**config.mk**
```make
export PLATFORM = sky130hd
export DESIGN_NAME = irig_frame_sync
export DESIGN_NICKNAME = d
export VERILOG_FILES = /design/src/rtl/irig_frame_sync.sv
export SDC_FILE = /design/constraint.sdc
export NUM_CORES = 1
export LEC_CHECK = 0
export BUFFER_PORTS_ARGS = -buffer_cell sky130_fd_sc_hd__buf_4
export CAP_MARGIN = 20
export CORE_ASPECT_RATIO = 1.2
export CORE_UTILIZATION = 56
export CTS_BUF_LIST = sky130_fd_sc_hd__clkbuf_16
export DETAILED_ROUTE_END_ITERATION = 8
export PLACE_DENSITY = 0.77
export REMOVE_ABC_BUFFERS = 1
export SYNTH_ARGS = -nofsm -noshare
export SYNTH_HDL_FRONTEND = slang
export SYNTH_SLANG_ARGS = --single-unit
```
**constraint.sdc**
```tcl
create_clock -name clk -period 5.2 [get_ports clk]
set_input_delay 0.78 -clock clk [delete_from_list [all_inputs] [get_ports clk]]
set_output_delay 0.78 -clock clk [all_outputs]
set_load 0.02 [all_outputs]
```
**src/rtl/irig_frame_sync.sv**
```systemverilog
// IRIG-B frame synchroniser: hunts for the Pr marker, tracks frame
// position 0..99 and emits per-bit field strobes plus a frame-complete pulse.
module irig_frame_sync #(
  parameter int unsigned TIMEOUT_CYCLES = 2_000_000
) (
  input  logic       clk,
  input  logic       rst,
  input  logic       symbol_valid,
  input  logic [1:0] symbol,
  output logic [2:0] ts_select,
  output logic       ts_finish,
  output logic [4:0] bit_idx,
  output logic [1:0] digit_idx,
  output logic       bit_value,
  output logic       locked,
  output logic       frame_start,
  output logic       frame_err
);

  localparam int unsigned CW = $clog2(TIMEOUT_CYCLES + 1);
  localparam logic [CW-1:0] TMO_LAST = CW'(TIMEOUT_CYCLES - 1);
  localparam logic [CW-1:0] TMO_ONE  = CW'(1);
  localparam logic [CW-1:0] TMO_ZERO = '0;

  localparam logic [1:0] SYM_ZERO = 2'd0;
  localparam logic [1:0] SYM_ONE  = 2'd1;
  localparam logic [1:0] SYM_MARK = 2'd2;

  localparam logic [2:0] SEL_IDLE = 3'd0;
  localparam logic [2:0] SEL_SEC  = 3'd1;
  localparam logic [2:0] SEL_MIN  = 3'd2;
  localparam logic [2:0] SEL_HOUR = 3'd3;
  localparam logic [2:0] SEL_DAY  = 3'd4;
  localparam logic [2:0] SEL_YEAR = 3'd5;
  localparam logic [2:0] SEL_SBS  = 3'd6;

  typedef enum logic {
    HUNT,
    LOCKED
  } state_t;

  state_t          state_q, state_d;
  logic [6:0]      pos_q, pos_d;
  logic            mark_seen_q, mark_seen_d;
  logic [CW-1:0]   tmo_q, tmo_d;
  logic [2:0]      ts_select_q, ts_select_d;
  logic            ts_finish_q, ts_finish_d;
  logic [4:0]      bit_idx_q, bit_idx_d;
  logic [1:0]      digit_idx_q, digit_idx_d;
  logic            bit_value_q, bit_value_d;
  logic            locked_q, locked_d;
  logic            frame_start_q, frame_start_d;
  logic            frame_err_q, frame_err_d;

  logic [6:0]      pos_n;
  logic            mark_pos;
  logic            sym_ok;
  logic [2:0]      fld_sel;
  logic [1:0]      fld_dig;
  logic [4:0]      fld_bit;

  function automatic logic in_rng(
    input logic [6:0] p,
    input logic [6:0] lo,
    input logic [6:0] hi
  );
    return (p >= lo) && (p <= hi);
  endfunction

  // Everything is evaluated against the position the incoming symbol will occupy.
  always_comb begin
    pos_n    = (pos_q == 7'd99) ? 7'd0 : pos_q + 7'd1;
    mark_pos = (pos_n == 7'd0) || ((pos_n % 7'd10) == 7'd9);
    if (mark_pos) begin
      sym_ok = (symbol == SYM_MARK);
    end else begin
      sym_ok = (symbol == SYM_ZERO) || (symbol == SYM_ONE);
    end
  end

  always_comb begin
    fld_sel = SEL_IDLE;
    fld_dig = 2'd0;
    fld_bit = 5'd0;
    unique case (1'b1)
      in_rng(pos_n, 7'd1, 7'd4): begin
        fld_sel = SEL_SEC;
        fld_bit = 5'(pos_n - 7'd1);
      end
      in_rng(pos_n, 7'd6, 7'd8): begin
        fld_sel = SEL_SEC;
        fld_dig = 2'd1;
        fld_bit = 5'(pos_n - 7'd6);
      end
      in_rng(pos_n, 7'd10, 7'd13): begin
        fld_sel = SEL_MIN;
        fld_bit = 5'(pos_n - 7'd10);
      end
      in_rng(pos_n, 7'd15, 7'd17): begin
        fld_sel = SEL_MIN;
        fld_dig = 2'd1;
        fld_bit = 5'(pos_n - 7'd15);
      end
      in_rng(pos_n, 7'd20, 7'd23): begin
        fld_sel = SEL_HOUR;
        fld_bit = 5'(pos_n - 7'd20);
      end
      in_rng(pos_n, 7'd25, 7'd26): begin
        fld_sel = SEL_HOUR;
        fld_dig = 2'd1;
        fld_bit = 5'(pos_n - 7'd25);
      end
      in_rng(pos_n, 7'd30, 7'd33): begin
        fld_sel = SEL_DAY;
        fld_bit = 5'(pos_n - 7'd30);
      end
      in_rng(pos_n, 7'd35, 7'd38): begin
        fld_sel = SEL_DAY;
        fld_dig = 2'd1;
        fld_bit = 5'(pos_n - 7'd35);
      end
      in_rng(pos_n, 7'd40, 7'd41): begin
        fld_sel = SEL_DAY;
        fld_dig = 2'd2;
        fld_bit = 5'(pos_n - 7'd40);
      end
      in_rng(pos_n, 7'd50, 7'd53): begin
        fld_sel = SEL_YEAR;
        fld_bit = 5'(pos_n - 7'd50);
      end
      in_rng(pos_n, 7'd55, 7'd58): begin
        fld_sel = SEL_YEAR;
        fld_dig = 2'd1;
        fld_bit = 5'(pos_n - 7'd55);
      end
      in_rng(pos_n, 7'd80, 7'd88): begin
        fld_sel = SEL_SBS;
        fld_bit = 5'(pos_n - 7'd80);
      end
      // Marker at 89 splits the straight-binary field; bits continue at 9.
      in_rng(pos_n, 7'd90, 7'd97): begin
        fld_sel = SEL_SBS;
        fld_bit = 5'(pos_n - 7'd81);
      end
      default: ;
    endcase
  end

  always_comb begin
    state_d       = state_q;
    pos_d         = pos_q;
    mark_seen_d   = mark_seen_q;
    tmo_d         = tmo_q;
    ts_select_d   = SEL_IDLE;
    ts_finish_d   = 1'b0;
    bit_idx_d     = bit_idx_q;
    digit_idx_d   = digit_idx_q;
    bit_value_d   = bit_value_q;
    frame_start_d = 1'b0;
    frame_err_d   = 1'b0;

    unique case (state_q)
      HUNT: begin
        tmo_d = TMO_ZERO;
        if (symbol_valid) begin
          if (symbol == SYM_MARK) begin
            if (mark_seen_q) begin
              state_d       = LOCKED;
              pos_d         = 7'd0;
              mark_seen_d   = 1'b0;
              frame_start_d = 1'b1;
            end else begin
              mark_seen_d = 1'b1;
            end
          end else begin
            mark_seen_d = 1'b0;
          end
        end
      end
      LOCKED: begin
        if (symbol_valid) begin
          tmo_d = TMO_ZERO;
          if (sym_ok) begin
            pos_d         = pos_n;
            ts_finish_d   = (pos_n == 7'd99);
            frame_start_d = (pos_n == 7'd0);
            if (fld_sel != SEL_IDLE && !ts_finish_q) begin
              ts_select_d = fld_sel;
              digit_idx_d = fld_dig;
              bit_idx_d   = fld_bit;
              bit_value_d = (symbol == SYM_ONE);
            end
          end else begin
            // A stray MARK may be the first half of the next Pr.
            state_d     = HUNT;
            pos_d       = 7'd0;
            mark_seen_d = (symbol == SYM_MARK);
            frame_err_d = 1'b1;
          end
        end else if (tmo_q == TMO_LAST) begin
          state_d     = HUNT;
          pos_d       = 7'd0;
          mark_seen_d = 1'b0;
          tmo_d       = TMO_ZERO;
          frame_err_d = 1'b1;
        end else begin
          tmo_d = tmo_q + TMO_ONE;
        end
      end
      default: ;
    endcase

    locked_d = (state_d == LOCKED);
  end

  always_ff @(posedge clk) begin
    if (rst) begin
      state_q       <= HUNT;
      pos_q         <= 7'd0;
      mark_seen_q   <= 1'b0;
      tmo_q         <= TMO_ZERO;
      ts_select_q   <= SEL_IDLE;
      ts_finish_q   <= 1'b0;
      bit_idx_q     <= 5'd0;
      digit_idx_q   <= 2'd0;
      bit_value_q   <= 1'b0;
      locked_q      <= 1'b0;
      frame_start_q <= 1'b0;
      frame_err_q   <= 1'b0;
    end else begin
      state_q       <= state_d;
      pos_q         <= pos_d;
      mark_seen_q   <= mark_seen_d;
      tmo_q         <= tmo_d;
      ts_select_q   <= ts_select_d;
      ts_finish_q   <= ts_finish_d;
      bit_idx_q     <= bit_idx_d;
      digit_idx_q   <= digit_idx_d;
      bit_value_q   <= bit_value_d;
      locked_q      <= locked_d;
      frame_start_q <= frame_start_d;
      frame_err_q   <= frame_err_d;
    end
  end

  assign ts_select   = ts_select_q;
  assign ts_finish   = ts_finish_q;
  assign bit_idx     = bit_idx_q;
  assign digit_idx   = digit_idx_q;
  assign bit_value   = bit_value_q;
  assign locked      = locked_q;
  assign frame_start = frame_start_q;
  assign frame_err   = frame_err_q;

endmodule
```
Word level (Yosys, flattened, before mapping)
Index checks and enable logic that the tools add are counted.

cells by class
  divide/modulo/power cells = 1
  reduce and logical (&&, ||, !) cells = 33
  $lt $le $gt $ge = 26
  equality and inequality tests = 11
  bitwise gates (word level) = 4
  add/subtract/negate cells = 15
  multiplexer cells = 35

operators by type and width
  operator                                                               count
  5-bit case mux with 13 select lines                                    1
  7-bit 2-to-1 mux                                                       7
  21-bit 2-to-1 mux                                                      2
  21-bit case mux with 2 select lines                                    1
  7-bit by 6-bit <= comparator with 1-bit output, second input constant  5
  5-bit subtractor, second input constant                                7
  7-bit by 6-bit >= comparator with 1-bit output, second input constant  4
  21-bit by 1-bit adder with 21-bit output, second input constant        1
  21-bit equality test, second input constant                            1
  7-bit by 5-bit >= comparator with 1-bit output, second input constant  3
  7-bit by 5-bit <= comparator with 1-bit output, second input constant  3
  1-bit 2-to-1 mux                                                       18
  3-bit case mux with 6 select lines                                     1
  5-bit by 4-bit subtractor with 5-bit output, second input constant     3
  7-bit equality test, second input constant                             2
  7-bit by 4-bit >= comparator with 1-bit output, second input constant  2
  7-bit >= comparator, second input constant                             2
  7-bit by 4-bit <= comparator with 1-bit output, second input constant  2
  7-bit <= comparator, second input constant                             2
  1-bit logical AND                                                      14
  7-bit case mux with 2 select lines                                     1
  2-bit OR reduction                                                     6
  5-bit OR reduction                                                     2
  4-bit AND reduction                                                    2
  other kinds (25)                                                       33

word-level totals
  output and inout bits = 15
  register bits after elaboration = 44
  word-level logic and storage cells = 136

Longest topological paths before layout
  depth after elaboration = 10
  mapped depth = 25
  mapped depth without buffers = 23

Worst setup path after synthesis
OpenSTA, ideal clock, no wires.

  kind = register -> register
  from = register pos_q[1]
  to = register digit_idx_q[0] (netlist: digit_idx[0])
  path buffers = 3
  required time = 5.077 ns
  cell stages (with the launch flop) = 26
  arrival = 5.540 ns
  library setup time = 0.123 ns
  setup slack = -0.463 ns
  clock period less this slack = 5.663 ns
  cells stage by stage = dfxtp_1 ha_1 nand3_2 xor2_2 inv_2 clkbuf_1 ha_1 clkbuf_1 a2111o_1 or2_1 a21oi_1 a211oi_2 ha_1 a21boi_0 o31a_1 xnor2_1 ha_1 nand2b_1 nand3b_1 mux2_2 o31ai_2 o2111ai_1 and2_1 buf_2 o21ai_4 mux2_1

between the ends
  word-level cells in the longest chain between the ends = 9

ends and longest elaborated chain
  what                                                                                  line  source
  start, declared                                                                       43    logic [6:0] pos_q, pos_d;
  start signal, assigned                                                                232   pos_q <= pos_d;
  7-bit by 1-bit adder with 7-bit output / 7-bit equality test (equally long branches)  72    pos_n = (pos_q == 7'd99) ? 7'd0 : pos_q + 7'd1;
  7-bit 2-to-1 mux (*)                                                                  72
  branches (longest 7 deep; another with 7-bit by 4-bit modulo with 7-bit output)       n/a
  end signal, assigned                                                                  238   digit_idx_q <= digit_idx_d;
  end, declared                                                                         49    logic [1:0] digit_idx_q, digit_idx_d;

Mark *: on every way between the ends.
A chain may end at the register's enable or synchronous reset.

Worst setup path after layout
  from = register pos_q[4]
  to = register digit_idx_q[0] (netlist: digit_idx[0])

The elaborated chain is that of the path after synthesis.

==> summary.md <==
| Metric | Value |
|---|---|
| Die area | ~7000 µm² |
| Reg area | 885 µm² |
| Area Growth Syn to Fin | 16.6% |
| Post-synth EDFFs | 0 |
| # Max-Cap Violations | 0 |
| Total Routed Length | 9850 µm |
| Crit start category | register |
| Num CTS Buffers | 5 |
| Die width | 76.4 µm |
| Area after DPL | roughly 4000 µm² |
| GR Overflow Total | 0 |
| Ys async rst share | 0% |
| Yosys reg bits | 44 |
| H-tree depth | 2 |
| Power per cell area | about 160 nW/µm² |
| Worst skew pair latency | approximately 0.28 ns |
| Io pins | 20 |
| Worst-path clk slew | 0.06 ns |
| Worst path cell trace | and4bb_2 > o21ai_1 > clkinv_1 > ha_1 > a21boi_0 > mux2i_1 > a21oi_1 > a2111oi_2 > a211oi_2 > ha_2 > a21boi_2 > o31a_1 > xnor2_2 > ha_1 > nand2b_1 > nand3b_1 > mux2_2 > o31ai_4 > a31o_1 > and3_2 > o21ai_4 > mux2_1 |
| Syn Inst Count | 476 |
| Fraction of layout cells with a size suffix above 1 | between 20% and 30% |
| Via count | roughly 3.7k |
| Final Hold Fails | 0 |
| TritonRoute pass-1 iters | 5 |
| Main synth FF type | dfxtp_1 |
| Initial DRC Count | approximately 290 |
| Maximum VDD drop | 0.281 mV |
| HPWL after DPL | about 7400 µm |
| Setup-failing EPs final | 0 |
| Gr usage total | 28.4% |
| Root Buffer | clkbuf_16 |
| Slowest-stage cell, CP | o31a_1 |
| Class of the worst hold path | register to register |
| Yosys cell types | 81 |
| Final nets | ~550 |
| First-pass GRT wire length | between 15000 and 20000 µm |
| Max frequency | roughly 200 MHz |
| Fillers | 506 |
| CP peak stage delay | roughly 0.38 ns |
| Hold buffer count at cts | 0 |
| WHS | 0.463 ns |
| Syn. warnings | 0 |
| CTS sink cnt | 44 |
| Slew margin rel. | 37.3% |
| Sequential element share of the synthesized area | between 20% and 30% |
| Critical Path Fanout Max | 7 |
| Clock Skew | roughly 0.0057 ns |
| Most used cell, CP | ha_1 |
| Worst R2R Setup Slack | about 0.25 ns |
| Gpl congestion | about 0.96 |
| Worst EP required | 5.37 ns |
| Fin. max-slew vios | 0 |
| Worst Tran Pin Value | 0.941 ns |
| Total negative slack | 0 ns |
| TritonCTS clock tree | yes |
| Worst EP arrival | around 5 ns |
| Rows | 32 |
| # DRC | 0 |
| Initial core utilization | slightly below 60% |
| Syn Area/Cell | ~7.8 µm² |
| Buffers on Ports | 19 |
| DR vias/cell | 6.24 |
| Core Region | between 6000 and 7000 µm² |
| Crit. End Element | register |
| Clock buffer depth | 2 |
| Lkg Pwr | 0.00172 µW |
| Post-DRT Antenna Nets | 0 |
| Largest net degree at the start of global routing | 22 |
| Final min period | 4.95 ns |
| Antenna violations before repair | 0 |
| Mapped Area | 3720 µm² |
| Ant. Diodes | 0 |
| Vias in the first global route | ~3.5k |
| Die Span Y | approximately 91 µm |
| Crit Path Class | register to register |
| Multi-input logic area | approximately 2700 µm² |
| Fin area | approximately 4300 µm² |
| Status | completed |
| Fin crit share | between 90% and 100% |
| Avg WL per Cell | between 15 and 20 µm |
| Post-Route Utilization | approximately two thirds |
[metal layers]
metal  routed length (µm)  part of all wire [%]  vias up  track usage [%]
li1                     -                     -     1802                -
met1                 4300                    44     1743             36.1
met2                 4650                    47      162             47.7
met3                  554                   5.6       35             3.72
met4                  338                   3.4        0             12.2
met5                    0                     0        -                0
[area by class of cell]
type	count	share of cell area, %
timing repair buffer	51	8.82
sequential	44	20.4
inverter	25	2.16
clock inverter	3	0.980
clock buffer	5	2.88
tap	85	2.45
multi-input combinational	387	62.3
[synthesized netlist by cell type (3+ instances only)]
| cell type | instances | area, µm² |
|---|---|---|
| a31oi_1 | 5 | 31.3 |
| nand2_1 | 43 | 161 |
| a21o_1 | 5 | 37.5 |
| ha_1 | 24 | 300 |
| a211oi_1 | 3 | 22.5 |
| mux2_2 | 4 | 45.0 |
| xnor2_1 | 15 | 131 |
| or3_1 | 6 | 37.5 |
| nand3_1 | 36 | 180 |
| xor2_1 | 13 | 114 |
| buf_4 | 3 | 22.5 |
| nor2_1 | 51 | 191 |
| nor3_1 | 11 | 55.1 |
| a221oi_1 | 4 | 35.0 |
| inv_1 | 23 | 86.3 |
| o211ai_1 | 8 | 60.1 |
| o211a_1 | 5 | 50.1 |
| a21oi_1 | 32 | 160 |
| nand2b_1 | 5 | 31.3 |
| o21ai_0 | 13 | 65.1 |
| dfxtp_1 | 44 | 881 |
| o21ai_2 | 7 | 61.3 |
| mux2i_1 | 7 | 70.1 |
| clkbuf_1 | 13 | 48.8 |
| nand3b_1 | 3 | 22.5 |
| or2_2 | 5 | 31.3 |
| nand4_1 | 6 | 37.5 |
| and3_1 | 10 | 62.6 |
[where the power goes]
part | internal (µW) | switching [µW]
Clock | 226 | 126
Sequential | 338 | 0.991
Combinational | 7.30 | 10.9
[kinds of logic after synthesis]
group / Yosys count / synth area share, %
AO/OA/AOI/OAI: 121 / 24.0
XOR/XNOR: 31 / 7.90
adder cells (fa/ha/maj): 26 / 9.14
buffers and inverters: 45 / 5.31
flip-flops: 44 / 23.7
multiplexers: 12 / 3.39
AND/OR/NAND/NOR: 197 / 26.6
[placed cells by master (no fill, tap or decap), drive strengths merged, types with 4 or more instances in the layout]
master,count
mux2,5
clkbuf,5
and3,10
nand3,37
nand2,43
nor3,11
a211oi,5
inv,24
buf,51
xor2,14
a31oi,5
dfxtp,44
o211a,5
or2,7
nand2b,5
a21oi,33
xnor2,17
nand4,6
mux2i,7
a21o,5
or3,6
o21ai,22
a221oi,4
ha,24
nor2,52
o211ai,8
[worst paths after layout]
path	cells after the start	endpoint	start
worst max-delay path	22	digit_idx[0]	pos_q[4]
worst min-delay path	2	bit_idx[0]	bit_idx[0]
worst max register to register	22	digit_idx[0]	pos_q[4]
worst min register to register	2	bit_idx[0]	bit_idx[0]
[registers in the layout, summed over array words and instances, names as in the netlist]
| register | cells |
|---|---|
| tmo_q | 21 |
| pos_q | 7 |
| bit_idx | 5 |
| ts_select | 3 |
| digit_idx | 2 |
| bit_value | 1 |
| frame_err | 1 |
| frame_start | 1 |
| locked | 1 |
| mark_seen_q | 1 |
| ts_finish | 1 |
[stage by stage]
stage          total power (µW)  cells  setup WS, ns
2_1_floorplan               355    456         -1.45
3_3_place_gp                362    584         0.148
3_5_place_dp                362    584       -0.0545
4_1_cts                     713    593        0.0183
5_1_grt                     730    600       -0.0538
6_report                    708    600         0.254
[worst max-delay path, delay by kind of cell (launching register included)]
| family | cells | cell delay [ns] |
|---|---|---|
| fa+ha+maj | 3 | 0.68 |
| mux | 3 | 0.76 |
| simple gates | 4 | 0.81 |
| flops | 1 | 0.33 |
| compound gates | 10 | 1.91 |
| xor+xnor | 1 | 0.18 |
| buf+inv | 1 | 0.12 |
[repair_timing]
| item | CTS | global route |
|---|---|---|
| pin swaps | 0 | 7 |
| hold endpoints to repair | 0 | 0 |
| endpoints found under the setup margin | 15 | 21 |
| buffers inserted | 1 | 7 |
| resized for setup | 2 | 19 |
No activity file was read; power rests on OpenSTA's default activity.
